[src/rtl/spi_bridge_pkg.sv]
// Shared constants, FSM state type and sizing helper for the SPI pixel bridge.
package spi_bridge_pkg;

  localparam int DEF_PIXEL_BITS  = 24;
  localparam int DEF_FIFO_DEPTH  = 4;
  localparam int DEF_SYNC_STAGES = 2;

  typedef enum logic {
    IDLE   = 1'b0,
    ACTIVE = 1'b1
  } bridge_state_t;

  // Width needed to hold an occupancy value of 0..depth inclusive.
  function automatic int level_width(input int depth);
    return $clog2(depth + 1);
  endfunction

endpackage

[src/rtl/spi_pixel_bridge_fifo.sv]
// Synchronous pixel FIFO; when full, a pop in the same cycle frees room for a push.
module pixel_fifo
  import spi_bridge_pkg::*;
#(
  parameter int WIDTH = DEF_PIXEL_BITS,
  parameter int DEPTH = DEF_FIFO_DEPTH,
  parameter int LW    = level_width(DEPTH)
) (
  input  logic             clk_i,
  input  logic             rst_ni,
  input  logic             push_i,
  input  logic [WIDTH-1:0] data_i,
  input  logic             pop_i,
  output logic [WIDTH-1:0] data_o,
  output logic             full_o,
  output logic             empty_o,
  output logic [LW-1:0]    level_o
);

  localparam int PW = $clog2(DEPTH);

  logic [WIDTH-1:0] mem_q [DEPTH];
  logic [PW-1:0]    wr_ptr_q, rd_ptr_q;
  logic [LW-1:0]    level_q, level_d;
  logic             do_push, do_pop;

  assign full_o  = (level_q == LW'(DEPTH));
  assign empty_o = (level_q == '0);
  assign do_pop  = pop_i & ~empty_o;
  assign do_push = push_i & (~full_o | do_pop);
  assign level_d = level_q + LW'(do_push) - LW'(do_pop);

  always_ff @(posedge clk_i or negedge rst_ni) begin
    if (!rst_ni) begin
      for (int i = 0; i < DEPTH; i++) mem_q[i] <= '0;
      wr_ptr_q <= '0;
      rd_ptr_q <= '0;
      level_q  <= '0;
    end else begin
      if (do_push) begin
        mem_q[wr_ptr_q] <= data_i;
        wr_ptr_q        <= wr_ptr_q + PW'(1);
      end
      if (do_pop) rd_ptr_q <= rd_ptr_q + PW'(1);
      level_q <= level_d;
    end
  end

  assign data_o  = mem_q[rd_ptr_q];
  assign level_o = level_q;

endmodule

[src/rtl/sync_cell.sv]
// Common multi-flop synchroniser for a single asynchronous input bit.
module sync_cell #(
  parameter int   STAGES    = 2,
  parameter logic RESET_VAL = 1'b0
) (
  input  logic clk_i,
  input  logic rst_ni,
  input  logic d_i,
  output logic q_o
);

  logic [STAGES-1:0] sync_q;

  always_ff @(posedge clk_i or negedge rst_ni) begin
    if (!rst_ni) begin
      sync_q <= {STAGES{RESET_VAL}};
    end else begin
      sync_q <= {sync_q[STAGES-2:0], d_i};
    end
  end

  assign q_o = sync_q[STAGES-1];

endmodule

[src/rtl/spi_pixel_bridge.sv]
// SPI mode-0 slave that exchanges PIXEL_BITS-wide words with the core through
// an input FIFO (received pixels) and an output FIFO (results shifted out on SDO).
module spi_pixel_bridge
  import spi_bridge_pkg::*;
#(
  parameter int PIXEL_BITS  = DEF_PIXEL_BITS,
  parameter int FIFO_DEPTH  = DEF_FIFO_DEPTH,
  parameter int SYNC_STAGES = DEF_SYNC_STAGES
) (
  input  logic                             clk_i,
  input  logic                             nreset_i,
  input  logic                             spi_sck_i,
  input  logic                             spi_cs_i,
  input  logic                             spi_sdi_i,
  output logic                             spi_sdo_o,
  output logic                             spi_sdo_oe_o,
  output logic [PIXEL_BITS-1:0]            px_o,
  output logic                             px_valid_o,
  input  logic                             px_ready_i,
  input  logic [PIXEL_BITS-1:0]            res_i,
  input  logic                             res_valid_i,
  output logic                             res_ready_o,
  input  logic                             clear_i,
  output logic                             overrun_o,
  output logic                             underrun_o,
  output logic [$clog2(FIFO_DEPTH+1)-1:0]  in_level_o,
  output logic [$clog2(FIFO_DEPTH+1)-1:0]  out_level_o
);

  localparam int LW = level_width(FIFO_DEPTH);
  localparam int CW = $clog2(PIXEL_BITS + 1);

  logic sck_s, cs_s, sdi_s;
  logic sck_prev_q, cs_prev_q;
  logic sck_rise, sck_fall, cs_fall, cs_rise;

  // CS chain resets high so the bridge comes out of reset deselected.
  sync_cell #(.STAGES(SYNC_STAGES), .RESET_VAL(1'b0)) u_sync_sck (
    .clk_i(clk_i), .rst_ni(nreset_i), .d_i(spi_sck_i), .q_o(sck_s));
  sync_cell #(.STAGES(SYNC_STAGES), .RESET_VAL(1'b1)) u_sync_cs (
    .clk_i(clk_i), .rst_ni(nreset_i), .d_i(spi_cs_i), .q_o(cs_s));
  sync_cell #(.STAGES(SYNC_STAGES), .RESET_VAL(1'b0)) u_sync_sdi (
    .clk_i(clk_i), .rst_ni(nreset_i), .d_i(spi_sdi_i), .q_o(sdi_s));

  assign sck_rise = sck_s & ~sck_prev_q & ~cs_s;
  assign sck_fall = ~sck_s & sck_prev_q & ~cs_s;
  assign cs_fall  = cs_prev_q & ~cs_s;
  assign cs_rise  = ~cs_prev_q & cs_s;

  bridge_state_t         state_q, state_d;
  logic [CW-1:0]         bit_cnt_q, bit_cnt_d;
  logic [PIXEL_BITS-1:0] rx_q, rx_d, tx_q, tx_d;
  logic                  push_pend_q, push_pend_d;
  logic                  overrun_q, overrun_d, underrun_q, underrun_d;
  logic                  tx_load;

  logic                  in_full, in_empty, in_pop;
  logic                  out_full, out_empty;
  logic [PIXEL_BITS-1:0] out_head;
  logic [LW-1:0]         in_level, out_level;

  assign in_pop = px_ready_i & ~in_empty;

  pixel_fifo #(.WIDTH(PIXEL_BITS), .DEPTH(FIFO_DEPTH)) u_in_fifo (
    .clk_i(clk_i), .rst_ni(nreset_i),
    .push_i(push_pend_q), .data_i(rx_q), .pop_i(px_ready_i),
    .data_o(px_o), .full_o(in_full), .empty_o(in_empty), .level_o(in_level));

  pixel_fifo #(.WIDTH(PIXEL_BITS), .DEPTH(FIFO_DEPTH)) u_out_fifo (
    .clk_i(clk_i), .rst_ni(nreset_i),
    .push_i(res_valid_i & ~out_full), .data_i(res_i), .pop_i(tx_load),
    .data_o(out_head), .full_o(out_full), .empty_o(out_empty), .level_o(out_level));

  always_comb begin
    state_d     = state_q;
    bit_cnt_d   = bit_cnt_q;
    rx_d        = rx_q;
    tx_d        = tx_q;
    push_pend_d = 1'b0;
    tx_load     = 1'b0;
    unique case (state_q)
      IDLE: begin
        if (cs_fall) begin
          state_d   = ACTIVE;
          bit_cnt_d = '0;
          tx_load   = 1'b1;
        end
      end
      ACTIVE: begin
        if (cs_rise) begin
          state_d   = IDLE;
          bit_cnt_d = '0;
        end else if (sck_rise) begin
          rx_d = {rx_q[PIXEL_BITS-2:0], sdi_s};
          if (bit_cnt_q == CW'(PIXEL_BITS - 1)) begin
            bit_cnt_d   = '0;
            push_pend_d = 1'b1;
          end else begin
            bit_cnt_d = bit_cnt_q + CW'(1);
          end
        end else if (sck_fall) begin
          if (bit_cnt_q == '0) tx_load = 1'b1;
          else                 tx_d    = {tx_q[PIXEL_BITS-2:0], 1'b0};
        end
      end
      default: state_d = IDLE;
    endcase
    // An empty output FIFO sends zeros; the pop request is ignored by the FIFO.
    if (tx_load) tx_d = out_empty ? '0 : out_head;
  end

  always_comb begin
    overrun_d  = overrun_q;
    underrun_d = underrun_q;
    if (clear_i) begin
      overrun_d  = 1'b0;
      underrun_d = 1'b0;
    end
    if (push_pend_q & in_full & ~in_pop) overrun_d  = 1'b1;
    if (tx_load & out_empty)             underrun_d = 1'b1;
  end

  always_ff @(posedge clk_i or negedge nreset_i) begin
    if (!nreset_i) begin
      sck_prev_q  <= 1'b0;
      cs_prev_q   <= 1'b1;
      state_q     <= IDLE;
      bit_cnt_q   <= '0;
      rx_q        <= '0;
      tx_q        <= '0;
      push_pend_q <= 1'b0;
      overrun_q   <= 1'b0;
      underrun_q  <= 1'b0;
    end else begin
      sck_prev_q  <= sck_s;
      cs_prev_q   <= cs_s;
      state_q     <= state_d;
      bit_cnt_q   <= bit_cnt_d;
      rx_q        <= rx_d;
      tx_q        <= tx_d;
      push_pend_q <= push_pend_d;
      overrun_q   <= overrun_d;
      underrun_q  <= underrun_d;
    end
  end

  assign spi_sdo_o    = (state_q == ACTIVE) & tx_q[PIXEL_BITS-1];
  assign spi_sdo_oe_o = ~cs_s;
  assign px_valid_o   = ~in_empty;
  assign res_ready_o  = ~out_full;
  assign overrun_o    = overrun_q;
  assign underrun_o   = underrun_q;
  assign in_level_o   = in_level;
  assign out_level_o  = out_level;

endmodule

[config.mk]
export PLATFORM = sky130hd
export DESIGN_NAME = spi_pixel_bridge
export DESIGN_NICKNAME = d
export VERILOG_FILES = /design/src/rtl/spi_bridge_pkg.sv /design/src/rtl/spi_pixel_bridge_fifo.sv /design/src/rtl/sync_cell.sv /design/src/rtl/spi_pixel_bridge.sv
export SDC_FILE = /design/constraint.sdc
export NUM_CORES = 1
export LEC_CHECK = 0
export ABC_AREA = 1
export CAP_MARGIN = 20
export CORE_UTILIZATION = 55
export DETAILED_ROUTE_END_ITERATION = 6
export GPL_TIMING_DRIVEN = 0
export PLACE_DENSITY = 0.77
export SYNTH_ARGS = -nofsm -noshare
export SYNTH_HDL_FRONTEND = slang
export SYNTH_SLANG_ARGS = --single-unit
[constraint.sdc]
create_clock -name clk_i -period 3.77 [get_ports clk_i]
set_clock_uncertainty 0.15 [all_clocks]
set_input_delay 0.377 -clock clk_i [delete_from_list [all_inputs] [get_ports clk_i]]
set_output_delay 0.377 -clock clk_i [all_outputs]
set_load 0.01 [all_outputs]
==> results of run 1 <==
synthesized netlist by cell type (2+ instances only):
library cell	instances	area [um2]
o22ai_1	29	181.4
nor2_1	144	540.5
dfstp_2	3	78.83
nor2_4	4	45.04
fa_1	2	40.04
nand2_1	519	1948
o21ai_0	247	1236
o21a_1	4	30.03
o21ai_1	18	90.09
dfrtp_1	268	6706
inv_2	6	22.52
buf_2	29	145.1
buf_6	23	259.0
nand2_2	7	43.79
nand3_1	53	265.3
clkbuf_1	36	135.1
nor3_1	2	10.01
buf_4	3	22.52
ha_1	14	175.2
a21oi_1	3	15.01
xnor2_1	3	26.28
nand3_2	4	40.04
xor2_1	7	61.31
inv_1	174	653.1
registers in the layout (all words and copies together) (netlist names), 3 cells and up:
register and count:
u_in_fifo.mem_q 96, tx_q 24, bit_cnt_q 5, u_out_fifo.level_o 3, rx_q 24, u_in_fifo.level_o 3
u_out_fifo.mem_q 96
cell families after synthesis:
group / count (synthesis) / synth area share (%)
XOR/XNOR: 10 / 0.6822
AND/OR/NAND/NOR: 736 / 22.80
adder cells (fa/ha/maj): 16 / 1.676
buffers and inverters: 273 / 9.842
AO/OA/AOI/OAI: 302 / 12.15
flip-flops: 271 / 52.85
metrics by stage:
step | setup slack (ns) | hold WS (ns) | TNS, ns | util (%) | total power, uW
2_1_floorplan | 1.394 | -0.06859 | 0 | - | 6538
3_3_place_gp | -9.363 | 0.1843 | -2522.77 | 61.03 | 7853
3_5_place_dp | 1.223 | 0.1873 | 0 | 61.30 | 7984
4_1_cts | 0.6951 | 0.06817 | 0 | 65.37 | 10780
5_1_grt | 0.4853 | 0.09051 | 0 | 65.37 | 11460
6_report | 0.6765 | 0.08906 | 0 | 65.37 | 10740
worst register-to-register path, stage by stage (launching register included):
cell	delay, ns
dfstp_2	0.55
inv_2	0.05
nand2_1	0.09
nand2_2	0.09
nand2_1	0.09
inv_2	0.05
buf_6	0.13
nand3_2	0.08
inv_1	0.10
ha_1	0.28
inv_1	0.04
ha_1	0.18
fa_1	0.38
xor2_1	0.17
final cells by class:
| type | count | share of cell area (%) |
|---|---|---|
| flip-flops and latches | 271 | 45.57 |
| multi-input cells | 1064 | 32.18 |
| clock buffers | 41 | 5.445 |
| repair buffers | 70 | 4.975 |
| inverters | 181 | 4.580 |
| plain buffers | 92 | 3.908 |
| well taps | 313 | 2.630 |
| clock inverters | 10 | 0.7143 |
power by group:
group          leakage, uW  switching (uW)  internal, uW
registers          0.00354             401          3580
clock network     0.000457            1150          1630
logic              0.00389            2400          1590
layer usage:
metal | wire (um) | vias up | global-route usage (%)
met3 | 1486 | 60 | 3.614
met5 | 0 | - | 0
met4 | 760 | 0 | 8.911
met1 | 13270 | 5085 | 34.75
li1 | - | 5211 | -
met2 | 16010 | 277 | 48.63
worst max-delay path by stage:
stage                                  endpoint  slack, ns
after floorplan           u_out_fifo.level_o[2]       1.39
after global placement     u_out_fifo.mem_q[35]      -9.36
after detailed placement  u_out_fifo.level_o[2]       1.22
after CTS                              px_o[10]       0.70
after global routing                   px_o[21]       0.49
final                                  px_o[21]       0.68
==> metrics.md, run 1 <==
| Metric | Value |
|---|---|
| N_diodes | 0 |
| EDFF count, synth | 0 |
| Synthesized area per cell | 7.985 um2 |
| CTS tree | built |
| Register area | 6785 um2 |
| Crit-path leading delay family | buffers and inverters |
| Post-route cell area | 14890 um2 |
| Hold buffer count at CTS | 1 |
| Register bit total from synthesis | 271 |
| CP Capture Type | primary output |
| Tmin final | 3.094 ns |
| Max-cap violations | 0 |
| PostCTS Resize Cnt | 0 |
| Commonest non-fill, non-tap cell in the layout | nand2_1 |
| CTS Buf Count | 29 |
| Worst Hold End | u_sync_cs.sync_q[0] |
| Routed len/inst | 15.44 um |
| Core Footprint | 22780 um2 |
| Synth-to-layout area growth | 15.96% |
| Clock Tree Root | clkbuf_16 |
| Final Setup Violations | 0 |
| Slew HR | 56.21% |
| Chip Width | 154.8 um |
| Initial core utilization | 56.37% |
| RSZ-0062 raised after global routing | false |
| Antenna violations before repair | 0 |
| Status | finished clean |
| Post-synth ARST share | 100.0% |
| Worst-Margin Slew | 0.6569 ns |
| Reg2reg setup slack | 1.21 ns |
| Clk_lat worst skew | 0.54 ns |
| Seq/Total Area, Yosys | 52.85% |
| Final Wtd Congestion | 0.8584 |
| IO buf count | 67 |
| Net Count, Synth | 1656 |
| Drc violations | 0 |
| WP depth | 5 |
| Placed cell area | 13960 um2 |
| Mapped Cells | 1608 |
| Lkg Pwr | 0.007885 uW |
| HPWL after detailed placement | 21.47 mm |
| Hold Crit Class | in2reg |
| Nets | 1757 |
| Reg clk slew, reported paths | 0.06 ns |
| TritonCTS sink count | 271 |
| Vias in the first global route | 10520 |
| Share of cells above drive strength 1 | 7.519% |
| Final Max Tran Viols | 0 |
| Hold_sp | spi_cs_i |
| Worst-case vdd ir drop | 0.6675 mV |
| R2R Path Start | u_sync_cs.sync_q[1] |
| Fmax | 323.3 MHz |
| Ys flop type | dfrtp_1 |
| I/O pin count | 68 |
| Detailed Routing Iterations Pass 1 | 5 |
| Part of the cycle the worst path needs | 82.06% |
| Worst Reg2Reg Path Length in Cells | 13 |
| Finished Layout Cells | 2042 |
| Yosys warns | 0 |
| # rows | 55 |
| Critical path class | reg2out |
| H-tree depth | 1 |
| Distinct cells, synth | 30 |
| FF-to-FF End | u_out_fifo.level_o[2] |
| Worst Path Max Fanout | 10 |
| CP Data Required Time | 3.24 ns |
| Die Ht | 154.8 um |
| Vias per cell | 5.207 |
| Total die area | 23960 um2 |
| Via count | 10630 |
| Multi-input logic area | 4791 um2 |
| Slowest Stage Delay on Critical Path | 0.59 ns |
| Bufs and invs on worst path | 3 |
| Most frequent cells in the layout | 519 x nand2_1, 268 x dfrtp_1, 247 x o21ai_0 |
| Startpoint Class | flip-flop |
| Hold path cells | 1 |
| Post-route ant nets | 0 |
| Clk buf depth | 3 |
| Worst path slowest cell | clkdlybuf4s50_1 |
| Post-CTS Setup Bufs | 0 |
| Post-Route WL | 31.53 mm |
| Worst Setup SP | u_in_fifo.rd_ptr_q[1] |
| Post-Place Cells | 1990 |
| Initial drt markers | 773 |
| First-pass GRT wire length | 52.45 mm |
| Final Hold Vio Count | 0 |
| Post-synthesis cell area | 12840 um2 |
| Critical path, cell by cell | inv_1 > clkbuf_1 > o21ai_0 > o22ai_1 > clkdlybuf4s50_1 |
| Pin count of the biggest net entering global routing | 126 |
| Filler cell count in the final layout | 1913 |
| Remaining Overflow, GRT | 0 |
| PwrDens | 721.3 nW/um2 |
| Total Routing Usage GR | 27.42% |
| Critical path arrival | 2.57 ns |
Power figures use the tool's default switching activity.
==> run 2, diff against run 1 <==
Settings changed: CORE_UTILIZATION 55 to 54, PLACE_DENSITY 0.77 to 0.79.
Clock period 3.77 ns to 2.75 ns, I/O delays scaled along.
==> metrics.md, run 2 (synthesis results as in run 1) <==
| Metric | Value |
|---|---|
| Status | finished clean (unchanged) |
| Commonest non-fill, non-tap cell in the layout | nand2_1 (unchanged) |
| Total die area | 24400 um2 (was 23960 um2) |
| Initial core utilization | 54.87% (was 56.37%) |
| Most frequent cells in the layout | 519 x nand2_1, 268 x dfrtp_1, 247 x o21ai_0 (unchanged) |
| TritonCTS sink count | 271 (unchanged) |
| Total Routing Usage GR | 26.89% (was 27.42%) |
| Startpoint Class | flip-flop (unchanged) |
| RSZ-0062 raised after global routing | false (unchanged) |
| Final Hold Vio Count | 0 (unchanged) |
| CTS tree | built (unchanged) |
| Met2 Use GR | 48.13% (was 48.63%) |
| Grt met1 use | 34.03% (was 34.75%) |
| Share of cells above drive strength 1 | 8.497% (was 7.519%) |
| Critical path class | reg2out (unchanged) |
| Clk buf depth | 3 (unchanged) |
| Via count | 10770 (was 10630) |
| Reg clk slew, reported paths | 0.06 ns (about the same) |
| Die Ht | 156.2 um (was 154.8 um) |
| Vias in the first global route | 10750 (was 10520) |
| Remaining Overflow, GRT | 0 (unchanged) |
| Pin count of the biggest net entering global routing | 117 (was 126) |
| Worst Path Max Fanout | 10 (unchanged) |
| I/O pin count | 68 (unchanged) |
| PwrDens | 981.1 nW/um2 (was 721.3 nW/um2) |
| Final core utilization | 63.98% (was 65.37%) |
| Vias per cell | 5.255 (was 5.207) |
| Nets | 1756 (was 1757) |
| Slew HR | 54.92% (was 56.21%) |
| Worst-Margin Slew | 0.6762 ns (was 0.6569 ns) |
| Clock Tree Root | clkbuf_16 (unchanged) |
| Register area | 6785 um2 (unchanged) |
| Drc violations | 0 (unchanged) |
| Detailed Routing Iterations Pass 1 | 5 (unchanged) |
| H-tree depth | 1 (unchanged) |
| IO buf count | 67 (unchanged) |
| Clk_lat worst skew | 0.54 ns (about the same) |
| Chip Width | 156.2 um (was 154.8 um) |
| Post-CTS Setup Bufs | 0 (unchanged) |
| Part of the cycle the worst path needs | 98.08% |
| CP Capture Type | primary output (unchanged) |
| Initial drt markers | 920 (was 773) |
| Final Setup Violations | 0 (unchanged) |
| Final Max Tran Viols | 0 (unchanged) |
| Max-cap violations | 0 (unchanged) |
| Fmax | 370.8 MHz |
| Synth-to-layout area growth | 16.61% (was 15.96%) |
| Post-Route WL | 31.27 mm (was 31.53 mm) |
| Multi-input logic area | 4791 um2 (unchanged) |
| Routed len/inst | 15.26 um (was 15.44 um) |
| Worst-case vdd ir drop | 0.6336 mV (was 0.6675 mV) |
| GRT Max-Usage Layer | met2 (unchanged) |
| Hold Crit Class | in2reg (unchanged) |
| Met3 Usage GRT | 2.639% (was 3.614%) |
| Final Wtd Congestion | 0.8858 (was 0.8584) |
| CTS Buf Count | 28 (was 29) |
| Critical path arrival | 2.27 ns (was 2.57 ns) |
| CP Data Required Time | 2.33 ns (was 3.24 ns) |
| Post-route ant nets | 0 (unchanged) |
| Tmin final | 2.697 ns |
| Antenna violations before repair | 0 (unchanged) |
| Finished Layout Cells | 2049 (was 2042) |
| Biggest regs | u_in_fifo.mem_q x96, u_out_fifo.mem_q x96 (unchanged) |
| HPWL after detailed placement | 21.07 mm (was 21.47 mm) |
| Post-Place Cells | 1996 (was 1990) |
| # rows | 56 (was 55) |
| Core Footprint | 23400 um2 (was 22780 um2) |
| Lkg Pwr | 0.008078 uW (was 0.007885 uW) |
| N_diodes | 0 (unchanged) |
| Filler cell count in the final layout | 2014 (was 1913) |
| First-pass GRT wire length | 52.31 mm (was 52.45 mm) |
==> run 2: cell count changes in the layout (fill, tap and decap cells not counted), sizes merged <==
cell | before | now
clkdlybuf4s50 | 66 | 48
clkinvlp | 0 | 1
inv | 182 | 181
dlymetal6s2s | 0 | 7
bufinv | 2 | 1
buf | 59 | 63
dlygate4sd3 | 1 | 2
clkbuf | 77 | 74
dlygate4sd2 | 0 | 11
==> run 2: stage by stage <==
stage / TNS, ns / total power (uW) / area, um2 / hold WS [ns] / setup WS (ns)
2_1_floorplan: 0 / 8963 / 12840 / -0.1706 / 0.3738
3_3_place_gp: -2751.45 / 10710 / 13910 / 0.1868 / -10.22
5_1_grt: 0 / 15710 / 14970 / 0.01537 / 0.003317
3_5_place_dp: 0 / 10900 / 13970 / 0.05744 / 0.2114
6_report: 0 / 14690 / 14970 / 0.02516 / 0.05287
4_1_cts: -0.0006692 / 14730 / 14960 / 0.01015 / -0.0006692
==> run 2: cell type report <==
cell class	instances	area share, %
flip-flops and latches	271	45.32
multi-input cells	1064	32.00
clock buffers	43	5.867
repair buffers	71	5.039
inverters	181	4.555
plain buffers	91	4.070
well taps	319	2.666
clock inverters	9	0.4847
==> run 2: metal layers <==
layer | share of wire (%) | vias to the layer above | wire, um
li1 | - | 5223 | -
met1 | 41 | 5152 | 12860
met2 | 51 | 332 | 15850
met3 | 5.5 | 60 | 1724
met4 | 2.7 | 0 | 830
met5 | 0 | - | 0
==> run 2: worst max-delay path, cell delays in order, from the launching register on <==
cell             delay, ns
dfrtp_1               0.46
inv_1                 0.20
buf_2                 0.27
o21ai_0               0.14
o22ai_1               0.12
clkdlybuf4s50_1       0.55
==> run 2: worst paths after layout <==
check | from | end | slack (ns) | cells after the start
worst max register to register | u_sync_cs.sync_q[1] | u_out_fifo.level_o[2] | 0.19 | 13
worst min register to register | u_sync_sdi.sync_q[0] | u_sync_sdi.sync_q[1] | 0.20 | 0
max in group asynchronous | nreset_i | u_out_fifo.mem_q[82] | 1.45 | 3
worst min-delay path | spi_sdi_i | u_sync_sdi.sync_q[0] | 0.03 | 1
min in group asynchronous | nreset_i | u_in_fifo.mem_q[16] | 0.08 | 2
worst max-delay path | u_in_fifo.rd_ptr_q[1] | px_o[16] | 0.05 | 5
==> run 2: report_power, final <==
| part | internal (uW) | switching [uW] | leakage [uW] |
|---|---|---|---|
| clock | 2280 | 1560 | 0.000476 |
| combinational | 2120 | 3260 | 0.00407 |
| sequential | 4910 | 557 | 0.00354 |
| total | 9310 | 5370 | 0.00808 |
==> run 2: repair_timing <==
action	in CTS	in global routing
hold buffers	2	0
pin swaps	0	0
gates resized for setup	27	14
endpoints found under the setup margin	24	13
hold endpoints to repair	154	0
==> run 3, diff against run 2 <==
Settings changed: GPL_ROUTABILITY_DRIVEN set to 0.
==> results of run 3 <==
Final layout, timing and power as in run 2 (identical DEF).
